File: config.mk
export PLATFORM = sky130hd
export DESIGN_NAME = mem_port_arbiter_flat
export DESIGN_NICKNAME = d
export VERILOG_FILES = /design/src/rtl/mem_port_arbiter_if.sv /design/src/rtl/mem_port_arbiter.sv /design/src/flat_wrapper.sv
export SDC_FILE = /design/constraint.sdc
export NUM_CORES = 1
export LEC_CHECK = 0
export CORE_ASPECT_RATIO = 1.4
export CORE_MARGIN = 2
export CORE_UTILIZATION = 40
export DETAILED_ROUTE_END_ITERATION = 16
export PLACE_DENSITY_LB_ADDON = 0.08
export SLEW_MARGIN = 20
export SYNTH_ARGS = -nofsm -noshare
export SYNTH_HDL_FRONTEND = slang
export SYNTH_SLANG_ARGS = --single-unit
File: constraint.sdc
create_clock -name clk -period 1.85 [get_ports clk]
set_input_delay 0.185 -clock clk [delete_from_list [all_inputs] [get_ports clk]]
set_output_delay 0.185 -clock clk [all_outputs]
set_load 0.01 [all_outputs]
File: src/rtl/mem_port_arbiter_if.sv
// Bundle of the fetch, load/store and memory-port signals around mem_port_arbiter.
// The slave modport is the arbiter's view; master is the surrounding core/memory.
interface mem_port_arbiter_if #(
  parameter int ADDR_W = 32,
  parameter int DATA_W = 32
);
  logic              IF_req;
  logic [ADDR_W-1:0] IF_addr;
  logic              IF_kill;
  logic [DATA_W-1:0] IF_rdata;
  logic              IF_ack;

  logic                D_req;
  logic                D_we;
  logic [DATA_W/8-1:0] D_be;
  logic [ADDR_W-1:0]   D_addr;
  logic [DATA_W-1:0]   D_wdata;
  logic [DATA_W-1:0]   D_rdata;
  logic                D_ack;

  logic                MEM_valid;
  logic                MEM_ready;
  logic                MEM_we;
  logic [DATA_W/8-1:0] MEM_be;
  logic [ADDR_W-1:0]   MEM_addr;
  logic [DATA_W-1:0]   MEM_wdata;
  logic                MEM_rvalid;
  logic [DATA_W-1:0]   MEM_rdata;

  logic FETCH_stall;
  logic MEM_stall;

  modport slave (
    input  IF_req, IF_addr, IF_kill,
    output IF_rdata, IF_ack,
    input  D_req, D_we, D_be, D_addr, D_wdata,
    output D_rdata, D_ack,
    output MEM_valid, MEM_we, MEM_be, MEM_addr, MEM_wdata,
    input  MEM_ready, MEM_rvalid, MEM_rdata,
    output FETCH_stall, MEM_stall
  );

  modport master (
    output IF_req, IF_addr, IF_kill,
    input  IF_rdata, IF_ack,
    output D_req, D_we, D_be, D_addr, D_wdata,
    input  D_rdata, D_ack,
    input  MEM_valid, MEM_we, MEM_be, MEM_addr, MEM_wdata,
    output MEM_ready, MEM_rvalid, MEM_rdata,
    input  FETCH_stall, MEM_stall
  );
endinterface

File: src/rtl/mem_port_arbiter.sv
// Single external memory port shared by fetch and load/store, one transaction at a time,
// data-first with a starvation bound for fetch. Optional fetch kill: ARB_FETCH_KILL_EN.
module mem_port_arbiter #(
  parameter int ADDR_W      = 32,
  parameter int DATA_W      = 32,
  parameter int MAX_D_BURST = 4
) (
  input logic               clk,
  input logic               rst_n,
  mem_port_arbiter_if.slave bus
);
  localparam int         BE_W    = DATA_W / 8;
  localparam logic [3:0] MAX_CNT = 4'(MAX_D_BURST);

  typedef enum logic [1:0] {
    ST_IDLE   = 2'd0,
    ST_REQ    = 2'd1,
    ST_WAIT_R = 2'd2,
    ST_RESP   = 2'd3
  } state_e;

  typedef enum logic {
    OWN_IF = 1'b0,
    OWN_D  = 1'b1
  } owner_e;

  state_e            state_q, state_d;
  owner_e            owner_q, owner_d;
  logic [3:0]        cnt_q, cnt_d;
  logic              valid_q, valid_d;
  logic              we_q, we_d;
  logic [BE_W-1:0]   be_q, be_d;
  logic [ADDR_W-1:0] addr_q, addr_d;
  logic [DATA_W-1:0] wdata_q, wdata_d;
  logic [DATA_W-1:0] if_rdata_q, if_rdata_d;
  logic [DATA_W-1:0] d_rdata_q, d_rdata_d;
  logic              if_ack_q, if_ack_d;
  logic              d_ack_q, d_ack_d;
  logic              kill_now_s;

`ifdef ARB_FETCH_KILL_EN
  logic kill_q;
  logic kill_set_s;

  assign kill_set_s = (state_q != ST_IDLE) && (owner_q == OWN_IF) && bus.IF_kill;
  assign kill_now_s = kill_q | kill_set_s;

  // Kill flag: armed while fetch owns the port, dropped once back in IDLE.
  always_ff @(posedge clk) begin
    if (!rst_n) begin
      kill_q <= 1'b0;
    end else if (state_q == ST_IDLE) begin
      kill_q <= 1'b0;
    end else if (kill_set_s) begin
      kill_q <= 1'b1;
    end else begin
      kill_q <= kill_q;
    end
  end
`else
  assign kill_now_s = 1'b0;
`endif

  // Next-state, grant and response decode.
  always_comb begin
    state_d    = state_q;
    owner_d    = owner_q;
    cnt_d      = cnt_q;
    valid_d    = valid_q;
    we_d       = we_q;
    be_d       = be_q;
    addr_d     = addr_q;
    wdata_d    = wdata_q;
    if_rdata_d = if_rdata_q;
    d_rdata_d  = d_rdata_q;
    if_ack_d   = 1'b0;
    d_ack_d    = 1'b0;
    case (state_q)
      ST_IDLE: begin
        // Data wins unless fetch has already waited out MAX_D_BURST data grants.
        if (bus.D_req && !(bus.IF_req && (cnt_q == MAX_CNT))) begin
          owner_d = OWN_D;
          state_d = ST_REQ;
          valid_d = 1'b1;
          we_d    = bus.D_we;
          be_d    = bus.D_be;
          addr_d  = bus.D_addr;
          wdata_d = bus.D_wdata;
          if (bus.IF_req) begin
            cnt_d = (cnt_q == MAX_CNT) ? cnt_q : cnt_q + 4'd1;
          end else begin
            cnt_d = 4'd0;
          end
        end else if (bus.IF_req) begin
          owner_d = OWN_IF;
          state_d = ST_REQ;
          valid_d = 1'b1;
          we_d    = 1'b0;
          be_d    = {BE_W{1'b1}};
          addr_d  = bus.IF_addr;
          wdata_d = {DATA_W{1'b0}};
          cnt_d   = 4'd0;
        end else begin
          state_d = ST_IDLE;
        end
      end
      ST_REQ: begin
        if (bus.MEM_ready) begin
          valid_d = 1'b0;
          if (we_q) begin
            state_d = ST_RESP;
            d_ack_d = (owner_q == OWN_D);
          end else begin
            state_d = ST_WAIT_R;
          end
        end else begin
          state_d = ST_REQ;
        end
      end
      ST_WAIT_R: begin
        if (bus.MEM_rvalid) begin
          state_d = ST_RESP;
          if (owner_q == OWN_D) begin
            d_rdata_d = bus.MEM_rdata;
            d_ack_d   = 1'b1;
          end else if (!kill_now_s) begin
            if_rdata_d = bus.MEM_rdata;
            if_ack_d   = 1'b1;
          end else begin
            if_ack_d = 1'b0;
          end
        end else begin
          state_d = ST_WAIT_R;
        end
      end
      ST_RESP: begin
        state_d = ST_IDLE;
      end
      default: begin
        state_d = ST_IDLE;
        valid_d = 1'b0;
      end
    endcase
  end

  // State, request and response registers.
  always_ff @(posedge clk) begin
    if (!rst_n) begin
      state_q    <= ST_IDLE;
      owner_q    <= OWN_IF;
      cnt_q      <= 4'd0;
      valid_q    <= 1'b0;
      we_q       <= 1'b0;
      be_q       <= {BE_W{1'b0}};
      addr_q     <= {ADDR_W{1'b0}};
      wdata_q    <= {DATA_W{1'b0}};
      if_rdata_q <= {DATA_W{1'b0}};
      d_rdata_q  <= {DATA_W{1'b0}};
      if_ack_q   <= 1'b0;
      d_ack_q    <= 1'b0;
    end else begin
      state_q    <= state_d;
      owner_q    <= owner_d;
      cnt_q      <= cnt_d;
      valid_q    <= valid_d;
      we_q       <= we_d;
      be_q       <= be_d;
      addr_q     <= addr_d;
      wdata_q    <= wdata_d;
      if_rdata_q <= if_rdata_d;
      d_rdata_q  <= d_rdata_d;
      if_ack_q   <= if_ack_d;
      d_ack_q    <= d_ack_d;
    end
  end

  assign bus.MEM_valid   = valid_q;
  assign bus.MEM_we      = we_q;
  assign bus.MEM_be      = be_q;
  assign bus.MEM_addr    = addr_q;
  assign bus.MEM_wdata   = wdata_q;
  assign bus.IF_rdata    = if_rdata_q;
  assign bus.IF_ack      = if_ack_q;
  assign bus.D_rdata     = d_rdata_q;
  assign bus.D_ack       = d_ack_q;
  assign bus.FETCH_stall = bus.IF_req & ~if_ack_q;
  assign bus.MEM_stall   = bus.D_req & ~d_ack_q;
endmodule

File: src/flat_wrapper.sv
// flat-port wrapper written by rule: the top's interface ports become plain ports
module mem_port_arbiter_flat 
#(
  parameter int ADDR_W      = 32,
  parameter int DATA_W      = 32,
  parameter int MAX_D_BURST = 4
)
  (clk, rst_n, bus_IF_req, bus_IF_addr, bus_IF_kill, bus_IF_rdata, bus_IF_ack, bus_D_req, bus_D_we, bus_D_be, bus_D_addr, bus_D_wdata, bus_D_rdata, bus_D_ack, bus_MEM_valid, bus_MEM_we, bus_MEM_be, bus_MEM_addr, bus_MEM_wdata, bus_MEM_ready, bus_MEM_rvalid, bus_MEM_rdata, bus_FETCH_stall, bus_MEM_stall);
  mem_port_arbiter_if #(.ADDR_W(ADDR_W), .DATA_W(DATA_W)) bus_i ();
  input logic clk;
  input logic rst_n;
  input wire logic [$bits(bus_i.IF_req)-1:0] bus_IF_req;
  input wire logic [$bits(bus_i.IF_addr)-1:0] bus_IF_addr;
  input wire logic [$bits(bus_i.IF_kill)-1:0] bus_IF_kill;
  output wire logic [$bits(bus_i.IF_rdata)-1:0] bus_IF_rdata;
  output wire logic [$bits(bus_i.IF_ack)-1:0] bus_IF_ack;
  input wire logic [$bits(bus_i.D_req)-1:0] bus_D_req;
  input wire logic [$bits(bus_i.D_we)-1:0] bus_D_we;
  input wire logic [$bits(bus_i.D_be)-1:0] bus_D_be;
  input wire logic [$bits(bus_i.D_addr)-1:0] bus_D_addr;
  input wire logic [$bits(bus_i.D_wdata)-1:0] bus_D_wdata;
  output wire logic [$bits(bus_i.D_rdata)-1:0] bus_D_rdata;
  output wire logic [$bits(bus_i.D_ack)-1:0] bus_D_ack;
  output wire logic [$bits(bus_i.MEM_valid)-1:0] bus_MEM_valid;
  output wire logic [$bits(bus_i.MEM_we)-1:0] bus_MEM_we;
  output wire logic [$bits(bus_i.MEM_be)-1:0] bus_MEM_be;
  output wire logic [$bits(bus_i.MEM_addr)-1:0] bus_MEM_addr;
  output wire logic [$bits(bus_i.MEM_wdata)-1:0] bus_MEM_wdata;
  input wire logic [$bits(bus_i.MEM_ready)-1:0] bus_MEM_ready;
  input wire logic [$bits(bus_i.MEM_rvalid)-1:0] bus_MEM_rvalid;
  input wire logic [$bits(bus_i.MEM_rdata)-1:0] bus_MEM_rdata;
  output wire logic [$bits(bus_i.FETCH_stall)-1:0] bus_FETCH_stall;
  output wire logic [$bits(bus_i.MEM_stall)-1:0] bus_MEM_stall;
  assign bus_i.IF_req = bus_IF_req;
  assign bus_i.IF_addr = bus_IF_addr;
  assign bus_i.IF_kill = bus_IF_kill;
  assign bus_IF_rdata = bus_i.IF_rdata;
  assign bus_IF_ack = bus_i.IF_ack;
  assign bus_i.D_req = bus_D_req;
  assign bus_i.D_we = bus_D_we;
  assign bus_i.D_be = bus_D_be;
  assign bus_i.D_addr = bus_D_addr;
  assign bus_i.D_wdata = bus_D_wdata;
  assign bus_D_rdata = bus_i.D_rdata;
  assign bus_D_ack = bus_i.D_ack;
  assign bus_MEM_valid = bus_i.MEM_valid;
  assign bus_MEM_we = bus_i.MEM_we;
  assign bus_MEM_be = bus_i.MEM_be;
  assign bus_MEM_addr = bus_i.MEM_addr;
  assign bus_MEM_wdata = bus_i.MEM_wdata;
  assign bus_i.MEM_ready = bus_MEM_ready;
  assign bus_i.MEM_rvalid = bus_MEM_rvalid;
  assign bus_i.MEM_rdata = bus_MEM_rdata;
  assign bus_FETCH_stall = bus_i.FETCH_stall;
  assign bus_MEM_stall = bus_i.MEM_stall;
  mem_port_arbiter #(.ADDR_W(ADDR_W), .DATA_W(DATA_W), .MAX_D_BURST(MAX_D_BURST)) u_core (.clk(clk), .rst_n(rst_n), .bus(bus_i));
endmodule
==> results of run 1 <==
## cell families after synthesis
| family | share of synthesized area (%) |
|---|---|
| AND/OR/NAND/NOR | 16.0 |
| AO/OA/AOI/OAI | 25.1 |
| flip-flops | 52.0 |
| buffers and inverters | 5.72 |
| adder cells (fa/ha/maj) | 1.14 |
## area by class of cell
class | instances | area (um2) | share of cell area [%]
clock buffer | 18 | 429 | 4.73
sequential | 143 | 2860 | 31.5
tap | 182 | 228 | 2.51
multi-input combinational | 444 | 2340 | 25.8
inverter | 7 | 26.3 | 0.289
timing repair buffer | 292 | 3010 | 33.1
clock inverter | 14 | 181 | 2.00
## path summary, 6_finish.rpt
| check | slack, ns | cells past startpoint | to |
|---|---|---|---|
| worst max-delay path | 0.18 | 6 | u_core.cnt_q[3]$_SDFFE_PN0P_ |
| worst min-delay path | 0.32 | 3 | u_core.bus.MEM_addr[10]$_SDFFE_PN0P_ |
| worst max register to register | 0.18 | 6 | u_core.cnt_q[3]$_SDFFE_PN0P_ |
| worst min register to register | 0.45 | 2 | u_core.bus.IF_rdata[5]$_SDFFE_PN0P_ |
## worst min-delay path: stages
cell	delay, ns
clkdlybuf4s50_1	0.40
nand2_1	0.06
a21oi_1	0.05
## what timing repair did
action,CTS,global route
gates resized for setup,0,1
setup endpoints to repair,0,27
hold buffers,0,0
setup buffers,0,0
## flip-flops by register name, summed over array words and instances (netlist names), named ones only
| register | flops |
|---|---|
| u_core.bus.MEM_addr | 32 |
| u_core.bus.MEM_be | 4 |
| u_core.bus.D_rdata | 32 |
| u_core.bus.MEM_valid | 1 |
| u_core.state_q | 1 |
| u_core.bus.MEM_we | 1 |
| u_core.bus.IF_rdata | 32 |
| u_core.bus.MEM_wdata | 32 |
| u_core.bus.D_ack | 1 |
| u_core.owner_q | 1 |
| u_core.bus.IF_ack | 1 |
| u_core.cnt_q | 4 |
## cells in the final DEF, fill, tap and decap left out, types with 3 or more instances in the layout
cell             instances
ha_1                     5
buf_12                  10
a22oi_1                  3
o221a_2                  4
nand3_1                  5
a21oi_1                128
clkbuf_16               17
clkdlybuf4s50_1        276
a21oi_2                  8
buf_4                    6
inv_6                    4
inv_1                    6
nand2_1                171
o21ai_0                 35
a22oi_2                 30
clkinvlp_4               3
nor2_1                  34
bufinv_16                3
dfxtp_1                143
## per-stage QoR
stage               std cells  hold slack [ns]  setup WS, ns  util (%)  power, mW
finish                   1100            0.319         0.181      67.8       8.11
global placement         1068            0.441         0.121      63.2       4.63
global route             1100            0.316        0.0415      67.8       8.46
floorplan                 646            0.292         0.408         -       3.91
detailed placement       1068            0.447        0.0982      63.2       4.66
CTS                      1100            0.302        0.0924      67.8       8.21
## synth_stat cells (2+ instances only)
library cell,n,share of area [%]
clkbuf_1,25,1.7
and2_1,2,0.23
inv_1,7,0.48
nand3_1,5,0.45
ha_1,5,1.1
and3_1,2,0.23
a22oi_1,3,0.41
nor2b_1,2,0.23
nor2_1,35,2.4
a21oi_2,8,1.3
o21ai_0,35,3.2
a22oi_2,30,6.8
nand2_1,171,12
a21oi_1,128,12
o21a_1,2,0.27
o221a_2,4,0.82
buf_2,17,1.5
dfxtp_1,143,52
buf_6,7,1.4
a31oi_1,2,0.23
## power groups by stage
stage / combinational [mW] / clock, mW / sequential [mW]
2_1_floorplan: 0.464 / 0 / 3.44
3_3_place_gp: 1.26 / 0 / 3.37
3_5_place_dp: 1.28 / 0 / 3.38
4_1_cts: 1.29 / 3.60 / 3.32
5_1_grt: 1.38 / 3.75 / 3.33
6_report: 1.28 / 3.52 / 3.32
## layer usage
metal / wire length [um] / GRT usage [%] / vias to the layer above / part of all wire [%]
met5: 0 / 0 / - / 0
met4: 693 / 10.7 / 0 / 4.1
met3: 1270 / 7.88 / 41 / 7.5
met2: 8810 / 41.2 / 203 / 52
met1: 6230 / 24.3 / 2493 / 37
li1: - / - / 2701 / -
==> flow_metrics.tcl, run 1 <==
set metrics [dict create \
    core-area_mm2 0.0134 \
    cts_buffers 17 \
    status "complete, no violations" \
    die_h_um 143 \
    p_sw_mw 2.02 \
    grt_pass1_vias 5520 \
    synthArstFlopShare_pct 0 \
    globalplace.congestion 0.811 \
    numClockSinks 143 \
    grt_max_degree 52 \
    grt.overflow.total 0 \
    drive_gt1_share_pct 10.5 \
    first_iter_violations 166 \
    drc 0 \
    avgSynthCellArea_um2 8.53 \
    required_ns 2.19 \
    final_cell_area_mm2 0.00908 \
    startpoint "u_core.state_q[0]$_SDFF_PN0_" \
    cp_slowest_cell "or3_1" \
    ys_seq_area_share_pct 52.0 \
    cpPeakStageDelay_ns 0.36 \
    min_path_type "input port to register" \
    peakVddDrop_mv 0.638 \
    n_fill_cell 1166 \
    cts-htree-levels 4 \
    crit_chain "inv_1 -> ha_1 -> and3_2 -> o21ai_1 -> or3_1 -> a31oi_1" \
    cp-end-kind "register" \
    maxClockFrequency_mhz 599 \
    tightest_slew_ns 0.404 \
    p_comb_share_pct 15.7 \
    place_hpwl_mm 12.0 \
    max-cap-violations 0 \
    fp.dieW_um 103 \
    ant_nets 0 \
    synthToLayoutAreaGrowth_pct 64.8 \
    nets 1050 \
    cellLeakagePower_nw 3.23 \
    cts.clk_slew.worst_paths_ns 0.06 \
    hold_violations 0 \
    wl_per_cell_um 15.5 \
    period_needed_ns 1.67 \
    critPathMaxFanout 7 \
    worstSkewPairLatency_ns 0.41 \
    synth_flop_cell "dfxtp_1" \
    synth-seq-cells 143 \
    slew_viol_final 0 \
    syn_inst 646 \
    vias 5438 \
    worstSetupStartpointType "register" \
    p_seq_share_pct 40.9 \
    setup_viol 0 \
    n_antenna_cell 0 \
    timing.final.crit_share_pct 90.2 \
    clock_path_buffers 2 \
    dpl_cell_area_mm2 0.00847 \
    initial_core_util_pct 41.1 \
    grtUsageTotal_pct 23.3 \
    max_slew_margin_pct 73.1 \
    crit_buf_inv 1 \
    crit_arrival_ns 2.01 \
    top_level_ports 278 \
    skew_ns 0.00896 \
    tritoncts "built" \
    path_class "register to register" \
    clkPwrFrac_pct 43.4 \
    dr.pass1.iters 5 \
    drt-total-wl_mm 17.0 \
    netlist_area_mm2 0.00551 \
    powerDensity_mw_per_mm2 894 \
    synth_edf_count 0 \
    grt_antenna_before_repair 0 \
    grt_pass1_wl_mm 26.8 \
    critPathTopFamily "simple AND/OR/NAND/NOR gates" \
    synth.distinct_cells 33 \
    setup_tns_ns 0 \
    syn_nets 791 \
    switching_share_pct 24.9 \
    row_count 50 \
    cts-root-buf "clkbuf_16" \
    die-area_mm2 0.0147 \
    rsz0062_at_grt "false" \
    avgViaCountPerCell 4.94 \
    io_buffers 276 \
    hold_start "bus_IF_addr[10]" \
    ys_warn_count 0 \
    r2r-start "u_core.state_q[0]$_SDFF_PN0_" \
    internal_power_mw 6.09 \
]
(Power assumes the default switching activity.)
==> run 2, diff against run 1 <==
- CORE_MARGIN: 2 -> default
==> run 2 against run 1 <==
Clock skew is 0.0021 ns higher. Worst setup slack lost 0.014 ns. Wire length grew 1.7%. Clock-buffer cell count is 1 higher. Sequential power about the same. Die area is 3.3% lower. Power grew 0.18%. Highest routed layer unchanged. Maximum frequency fell by 0.84%. Non-clock buffer count increased by 5. Clock power about the same. Flip-flop and latch count stayed put. Via count is 2.5% higher.
==> flow_metrics.tcl, run 2 (synthesis gave the netlist of run 1 again) <==
set metrics [dict create \
    status "complete, no violations" \
    cpPeakStageDelay_ns 0.59 \
    n_antenna_cell 0 \
    critPathMaxFanout 6 \
    max_slew_margin_pct 74.0 \
    cellLeakagePower_nw 3.25 \
    setup_tns_ns 0 \
    required_ns 1.66 \
    row_count 50 \
    initial_core_util_pct 41.1 \
    path_class "input port to primary output" \
    worstSetupStartpointType "input port" \
    die-area_mm2 0.0142 \
    n_fill_cell 1122 \
    setup_viol 0 \
    core-area_mm2 0.0134 \
    cts.clk_slew.worst_paths_ns 0.06 \
    io_buffers 276 \
    slew_viol_final 0 \
    max-cap-violations 0 \
    clock_path_buffers 2 \
    hold_violations 0 \
    grt_pass1_wl_mm 27.3 \
    grtUsageTotal_pct 24.3 \
    tightest_slew_ns 0.390 \
    worstSkewPairLatency_ns 0.40 \
    grt_max_degree 56 \
    final_cell_mix "clkdlybuf4s50_1, nand2_1, dfxtp_1" \
    skew_ns 0.0110 \
    synthToLayoutAreaGrowth_pct 65.5 \
    wl_per_cell_um 15.7 \
    fp.dieW_um 101 \
    powerDensity_mw_per_mm2 892 \
    cp_slowest_cell "clkdlybuf4s50_1" \
    crit_top_cell "clkdlybuf4s50_1" \
    timing.final.crit_share_pct 91.0 \
    post_cts_buffers 0 \
    vias 5573 \
    die_h_um 141 \
    drive_gt1_share_pct 11.0 \
    hold_ws_ns 0.328 \
    place_hpwl_mm 12.3 \
    top_level_ports 278 \
    cts-htree-levels 4 \
    crit_chain "clkdlybuf4s50_1 -> nor2b_1 -> clkdlybuf4s50_1" \
    grt_antenna_before_repair 0 \
    hold_buffers 0 \
    numClockSinks 143 \
    drt-total-wl_mm 17.3 \
    nets 1055 \
    cp-end-kind "primary output" \
    cts_buffers 17 \
    rsz0062_at_grt "false" \
    peakVddDrop_mv 0.510 \
    layout_commonest_cell "clkdlybuf4s50_1" \
    crit_arrival_ns 1.50 \
    first_iter_violations 232 \
    grt.overflow.total 0 \
    avgViaCountPerCell 5.05 \
    min_path_type "input port to register" \
    period_needed_ns 1.68 \
    tritoncts "built" \
    globalplace.congestion 0.773 \
    cts-root-buf "clkbuf_16" \
    grt_pass1_vias 5765 \
    cts.repair.resized 0 \
    drc 0 \
    maxClockFrequency_mhz 594 \
    dr.pass1.iters 5 \
    ant_nets 0 \
]
## run 2: cell count changes in the layout (fill, tap and decap cells not counted), sizes merged
cell	previous run	this run
clkinv	3	5
buf	16	21
clkbuf	18	19
inv	12	8
## run 2: layout make-up
type / count / area [um2] / share of cell area (%)
inverters: 7 / 27.5 / 0.302
clock inverters: 12 / 158 / 1.73
flip-flops and latches: 143 / 2860 / 31.4
well taps: 182 / 228 / 2.50
repair buffers: 297 / 3050 / 33.4
clock buffers: 19 / 453 / 4.97
multi-input cells: 444 / 2340 / 25.7
## run 2: per-layer routing
metal	part of all wire, %	track usage, %
met5	0	0
met4	3.4	11.1
met3	6.2	6.45
met2	53	44.5
met1	37	25.6
## run 2: worst paths after layout
check | startpoint | endpoint | slack [ns] | cells after the start
max | bus_IF_req | bus_FETCH_stall | 0.17 | 3
min | bus_IF_addr[11] | u_core.bus.MEM_addr[11]$_SDFFE_PN0P_ | 0.33 | 3
max reg2reg | u_core.state_q[0]$_SDFF_PN0_ | u_core.cnt_q[3]$_SDFFE_PN0P_ | 0.26 | 6
min reg2reg | u_core.bus.IF_rdata[3]$_SDFFE_PN0P_ | u_core.bus.IF_rdata[3]$_SDFFE_PN0P_ | 0.45 | 2
## run 2: worst max-delay path, delay by kind of cell
family        cells  cell delay (ns)
buf+inv           2             1.14
simple gates      1             0.17
## run 2: stage by stage
step                power (mW)  area, um2  utilization (%)  std cells  worst slack, ns
floorplan                 3.91       5510                -        646            0.408
global placement          4.64       8500             63.5       1073            0.106
detailed placement        4.68       8500             63.5       1073           0.0786
CTS                       8.19       9110             68.1       1104           0.0729
global route              8.41       9120             68.1       1104            0.127
finish                    8.13       9120             68.1       1104            0.167
## run 2: report_power, final
part | total, mW | switching [mW] | internal, mW | leakage (nW)
registers | 3.32 | 0.0878 | 3.23 | 1.17
logic | 1.30 | 0.570 | 0.727 | 1.80
clock network | 3.51 | 1.32 | 2.19 | 0.292
